### config.mk
export PLATFORM = sky130hd
export DESIGN_NAME = pipe_elastic_stage
export DESIGN_NICKNAME = d
export VERILOG_FILES = /design/src/rtl/pipe_elastic_stage.sv
export SDC_FILE = /design/constraint.sdc
export NUM_CORES = 1
export LEC_CHECK = 0
export BUFFER_PORTS_ARGS = -buffer_cell sky130_fd_sc_hd__buf_2
export CAP_MARGIN = 40
export CORE_MARGIN = 5
export CORE_UTILIZATION = 48
export DETAILED_ROUTE_END_ITERATION = 16
export GPL_ROUTABILITY_DRIVEN = 0
export GPL_TIMING_DRIVEN = 0
export PLACE_DENSITY = 0.67
export SLEW_MARGIN = 0
export SYNTH_ARGS = -nofsm -noshare
export SYNTH_HDL_FRONTEND = slang
export SYNTH_SLANG_ARGS = --single-unit
### constraint.sdc
create_clock -name clk -period 5.8 [get_ports clk]
set_clock_uncertainty 0.2 [all_clocks]
set_input_delay 1.45 -clock clk [delete_from_list [all_inputs] [get_ports clk]]
set_output_delay 1.45 -clock clk [all_outputs]
set_load 0.02 [all_outputs]
### src/rtl/pipe_elastic_stage.sv
// Elastic pipeline stage: DEPTH-entry FIFO, valid/ready on both sides, 1-cycle latency.
// Ports: clk, rst (async high), flush_i, in_valid/data/ready, out_valid/data/ready, count_o, flush_cnt_o.
module pipe_elastic_stage #(
  parameter int WIDTH = 32,
  parameter int DEPTH = 2
) (
  input  logic                       clk,
  input  logic                       rst,
  input  logic                       flush_i,
  input  logic                       in_valid_i,
  input  logic [WIDTH-1:0]           in_data_i,
  output logic                       in_ready_o,
  output logic                       out_valid_o,
  output logic [WIDTH-1:0]           out_data_o,
  input  logic                       out_ready_i,
  output logic [$clog2(DEPTH+1)-1:0] count_o,
  output logic [15:0]                flush_cnt_o
);

  localparam int AW = $clog2(DEPTH);
  localparam int CW = $clog2(DEPTH+1);

  logic [WIDTH-1:0] mem_q [DEPTH];
  logic [WIDTH-1:0] last_q;
  logic [AW-1:0]    wr_ptr_q;
  logic [AW-1:0]    rd_ptr_q;
  logic [CW-1:0]    count_q;
  logic [15:0]      flush_cnt_q;
  logic             push;
  logic             pop;
  logic [16:0]      flush_sum;

  assign in_ready_o  = (count_q < CW'(DEPTH));
  assign out_valid_o = (count_q != '0);
  assign count_o     = count_q;
  assign flush_cnt_o = flush_cnt_q;

  // Empty stage keeps presenting the last popped payload.
  assign out_data_o = out_valid_o ? mem_q[rd_ptr_q] : last_q;

  assign push = in_valid_i & in_ready_o & ~flush_i;
  assign pop  = out_valid_o & out_ready_i & ~flush_i;

  assign flush_sum = {1'b0, flush_cnt_q} + 17'(count_q);

  always_ff @(posedge clk or posedge rst) begin
    if (rst) begin
      for (int i = 0; i < DEPTH; i++) mem_q[i] <= '0;
    end else if (push) begin
      mem_q[wr_ptr_q] <= in_data_i;
    end
  end

  always_ff @(posedge clk or posedge rst) begin
    if (rst) begin
      last_q <= '0;
    end else if (pop) begin
      last_q <= mem_q[rd_ptr_q];
    end
  end

  always_ff @(posedge clk or posedge rst) begin
    if (rst) begin
      wr_ptr_q <= '0;
      rd_ptr_q <= '0;
      count_q  <= '0;
    end else if (flush_i) begin
      wr_ptr_q <= '0;
      rd_ptr_q <= '0;
      count_q  <= '0;
    end else begin
      if (push) wr_ptr_q <= wr_ptr_q + AW'(1);
      if (pop)  rd_ptr_q <= rd_ptr_q + AW'(1);
      unique case (1'b1)
        push && !pop: count_q <= count_q + CW'(1);
        pop && !push: count_q <= count_q - CW'(1);
        default:      count_q <= count_q;
      endcase
    end
  end

  always_ff @(posedge clk or posedge rst) begin
    if (rst) begin
      flush_cnt_q <= '0;
    end else if (flush_i) begin
      flush_cnt_q <= flush_sum[16] ? 16'hFFFF : flush_sum[15:0];
    end
  end

endmodule
* Word-level counts from Yosys, hierarchy flattened
Cells that the tools add are included.
Operators by class: add/subtract/negate cells 5, $mul 0, div/mod/pow operators 0, magnitude comparators 4, equal/unequal tests 0, shift operators 0, multiplexer cells 14, bitwise gates (word level) 7, reduce and logical (&&, ||, !) cells 9
Operator list (number):
- $mux 32 | 5
- $bwmux 64 | 1
- $demux 32 s1 | 1
- $add 16x2->17 | 1
- $mux 16 | 1
- $reduce_bool 2->1 | 3
- $and 1x1->1 | 4
- $ge 2x2->1 const B | 2
- $mux 1 | 4
- $not 1->2 | 2
- $pmux 2 s2 | 1
- $logic_and 1x1->1 | 3
- $reduce_bool 3->1 | 1
- $add 1x1->1 const B | 2
- $add 2x1->2 const B | 1
- $logic_not 1->1 | 2
- $lt 2x1->1 const B | 1
- $lt 2x2->1 const B | 1
- $mux 2 | 1
- $sub 2x1->2 const B | 1
- $not 1->1 | 1
Word-level totals: bits in registers 116, latch bits 0, bits in writable memories 0, ROM bits 0, output and inout bits 52, memories kept 0

* Longest topological paths before layout
word-level depth 7, gate-level depth with buffers 8, depth with buffers taken out 7

* Worst setup path after synthesis
OpenSTA, ideal clock, no wires.
kind reg2out, start register count_q[0], in the netlist count_o[0], end output out_data_o[22], arrival time 1.710 ns, required time 4.150 ns, path slack 2.440 ns, cell stages (with the launch flop) 5, buffers on the path 2, cells stage by stage dfrtp_1 -> or2_2 -> clkbuf_1 -> buf_1 -> a21oi_1
Between the ends: word-level cells in the longest chain between the ends 2
Ends and longest elaborated chain:
- start: declaration | RTL line 27 | logic [CW-1:0] count_q;
- start signal: assignment | RTL line 75 | push && !pop: count_q <= count_q + CW'(1);
- start signal: assignment | RTL line 76 | pop && !push: count_q <= count_q - CW'(1);
- start signal: assignment | RTL line 77 | default: count_q <= count_q;
- $reduce_bool 2->1 | RTL line 34 | assign out_valid_o = (count_q != '0);
- net out_valid_o | RTL line 13 | output logic out_valid_o,
- $mux 32 | RTL line 39 | assign out_data_o = out_valid_o ? mem_q[rd_ptr_q] : last_q;
- end: declaration | RTL line 14 | output logic [WIDTH-1:0] out_data_o,
The timed path passes the listed nets, and every way through them passes these cells.

* Worst setup path in the final report
start register count_q[0], in the netlist count_o[0], end output out_data_o[29]
Between the ends: word-level cells in the longest chain between the ends 2
Ends and longest elaborated chain (RTL line):
- $reduce_bool 2->1 | 34
- $mux 32 | 39
No other way between the ends.

==> results by group <==
Finish
  – Post-layout util: 60.8%
  – Layout cell share with drive strength beyond 1: 35.6%
  – # fillers: around 900
  – Ant. Diodes: 0
  – Final #Nets: 605
  – Layout area overhead: 25.4%
  – Non-filler cells, final: 718

Clocking
  – CTS root buf: clkbuf_8
  – CTS H-tree lvls: 4
  – Num CTS Buffers: 17
  – Worst skew pair latency: 0.51 ns
  – # Post-CTS Setup Buffers: 0
  – CTS resizes: 0
  – CTS tree: done
  – Post-cts hold buffer count: 0
  – Clock transition at path regs: ~0.050 ns
  – Clock tree buffer depth: 2
  – Clk sink count: 116

STA
  – RSZ-0062 raised after global routing: false
  – Final Cycle Share: 70.7%
  – Clock period minus worst slack: roughly 4.1 ns
  – Worst slew margin: 57.2%
  – Max Freq: 0.244 GHz
  – Worst-margin pin slew: 0.640 ns
  – Final Max Slew Viols: 0
  – Final setup fails: 0
  – Fin. Hold Viols: 0

Drt
  – DR pass1 iterations: 4
  – Drt drc: 0
  – WL per Instance: between 15 and 20 um
  – Initial drt markers: roughly 200
  – Via count of the routed design: around 3700
  – Post-DRT Antenna Nets: 0
  – Final Routed Wirelength: around 12000 um
  – Via density: 5.21

Synth
  – Sequential area share after synthesis: 55.9%
  – Area leader, netlist: dfrtp_1
  – Commonest cells in the netlist: dfrtp_1, nor2_1, a21oi_1, mux2_2, mux2i_1
  – Area contributors post-synth: dfrtp_1, mux2_2, a21oi_1
  – Post-synthesis register bit count: 116
  – EDFF count, synth: 0
  – Syn nets: 496
  – Post-synth top flop: dfrtp_1
  – Avg Inst Size Synth: 11.4 um2
  – Ys async rst share: 100%
  – Post-Syn Instances: between 400 and 500
  – Post-synth cell types: 36
  – Most common cell in the netlist: dfrtp_1
  – Area of the mapped netlist: 5190 um2
  – Post-synth top area share: 55.9%
  – Number of synthesis warnings: 0

Outcome
  – Status: finished clean

Floorplan
  – Core ar.: between 10000 and 15000 um2
  – # IOs: 89
  – Die X: 114 um
  – Die area: 13000 um2
  – Row count: 38
  – Die height: around 110 um
  – Initial core utilization: 48.5%

Placed design
  – Inst Count DP: 686
  – Input/output buffers: 88
  – Hpwl dp: 8050 um

GRT
  – Largest net degree at the start of global routing: 50
  – Total track usage: 19.3%
  – Antenna violations before repair: 0
  – First-pass GRT wire length: slightly below 20000 um
  – Vias in the first global route: 3901
  – Gr ovfl total: 0

Job
  – Max Cap Viol: 0

Worst setup path
  – Crit path required time: 4.15 ns
  – Max Fanout on Critical Path: 10
  – CP Class: reg2out
  – Critical path data arrival time: 2.45 ns
  – Crit start category: register
  – Setup crit end kind: output pin

Power and ir drop
  – Peak supply drop: 314 uV
  – P_leak: about 2.9 nW
  – P per Cell Area: 469 nW/um2

Hold path
  – Worst hold path type: reg2reg
==> state kept, by name, indices dropped and copies added (netlist names) <==
| name | flops |
|---|---|
| count_o | 2 |
| flush_cnt_o | 16 |
| last_q | 32 |
| mem_q | 64 |
| rd_ptr_q | 1 |
| wr_ptr_q | 1 |
==> kinds of logic after synthesis <==
group / Yosys count / share of synthesized area [%]
compound gates: 75 / 7.43
simple gates: 120 / 10.5
fa+ha+maj: 3 / 0.868
xor+xnor: 12 / 2.03
flops: 116 / 55.9
buf+inv: 32 / 2.80
mux: 98 / 20.4
==> critical path: stages (launching register included) <==
cell and delay (ns):
dfrtp_1 0.47, or2_2 0.18, clkbuf_1 0.39, buf_1 0.45, nor2_1 0.07, a21oi_1 0.19
buf_2 0.20
==> metal layers <==
layer / GRT usage, % / routed length [um]
met5: 0 / 0
met4: 5.46 / 96
met3: 5.68 / 537
met2: 31.3 / 5900
met1: 25.2 / 5270
==> cells in the final DEF (no fill, tap or decap), types with 2 or more instances in the layout <==
| cell type | instances |
|---|---|
| a21oi_1 | 69 |
| buf_4 | 3 |
| dfrtp_1 | 116 |
| buf_1 | 4 |
| mux2_2 | 63 |
| bufinv_16 | 4 |
| inv_1 | 5 |
| o21ai_0 | 3 |
| buf_2 | 99 |
| clkbuf_16 | 16 |
| clkinv_2 | 3 |
| xor2_1 | 2 |
| nor2_1 | 77 |
| xnor2_1 | 10 |
| nor4_1 | 2 |
| nand4_1 | 2 |
| nor3_1 | 3 |
| nand2b_1 | 2 |
| nand3_1 | 2 |
| nor2b_1 | 2 |
| nand2_1 | 20 |
| clkbuf_1 | 8 |
| ha_1 | 2 |
| clkbuf_8 | 8 |
| mux2i_1 | 34 |
==> metrics by stage <==
stage | total power, mW | hold slack, ns | cell area [um2] | setup TNS [ns] | setup WS, ns
2_1_floorplan | 1.70 | 0.257 | 5190 | 0 | 1.08
3_3_place_gp | 1.90 | 0.270 | 5800 | -17.02 | -0.154
3_5_place_dp | 1.95 | 0.293 | 5850 | 0 | 2.20
4_1_cts | 3.08 | 0.304 | 6510 | 0 | 1.63
5_1_grt | 3.22 | 0.317 | 6510 | 0 | 1.46
6_report | 3.05 | 0.299 | 6510 | 0 | 1.70
==> where the power goes <==
part	internal, mW	leakage [nW]	switching, mW	total (mW)
Sequential	1.04	1.38	0.139	1.18
Combinational	0.322	1.24	0.425	0.747
Clock	0.776	0.323	0.343	1.12
Total	2.14	2.94	0.907	3.05
==> final timing paths <==
| path | endpoint | depth (start not counted) | from | slack [ns] |
|---|---|---|---|---|
| worst max register to register | flush_cnt_o[3] | 8 | count_o[0] | 3.28 |
| worst min register to register | mem_q[55] | 1 | mem_q[55] | 0.30 |
| max in group asynchronous | mem_q[47] | 3 | rst | 4.12 |
| worst max-delay path | out_data_o[29] | 6 | count_o[0] | 1.70 |
| worst min-delay path | mem_q[55] | 1 | mem_q[55] | 0.30 |
| min in group asynchronous | flush_cnt_o[14] | 2 | rst | 0.72 |
==> layout make-up <==
type                       count  area, um2  share of cell area (%)
sequential                   116       2900                    44.6
multi-input combinational    308       2140                    32.9
clock buffer                  24        510                    7.84
timing repair buffer          90        488                    7.50
tap                          140        175                    2.69
clock inverter                 8        143                    2.19
buffer                        26        123                    1.88
inverter                       6       25.0                   0.385
No activity file was read; power rests on OpenSTA's default activity.
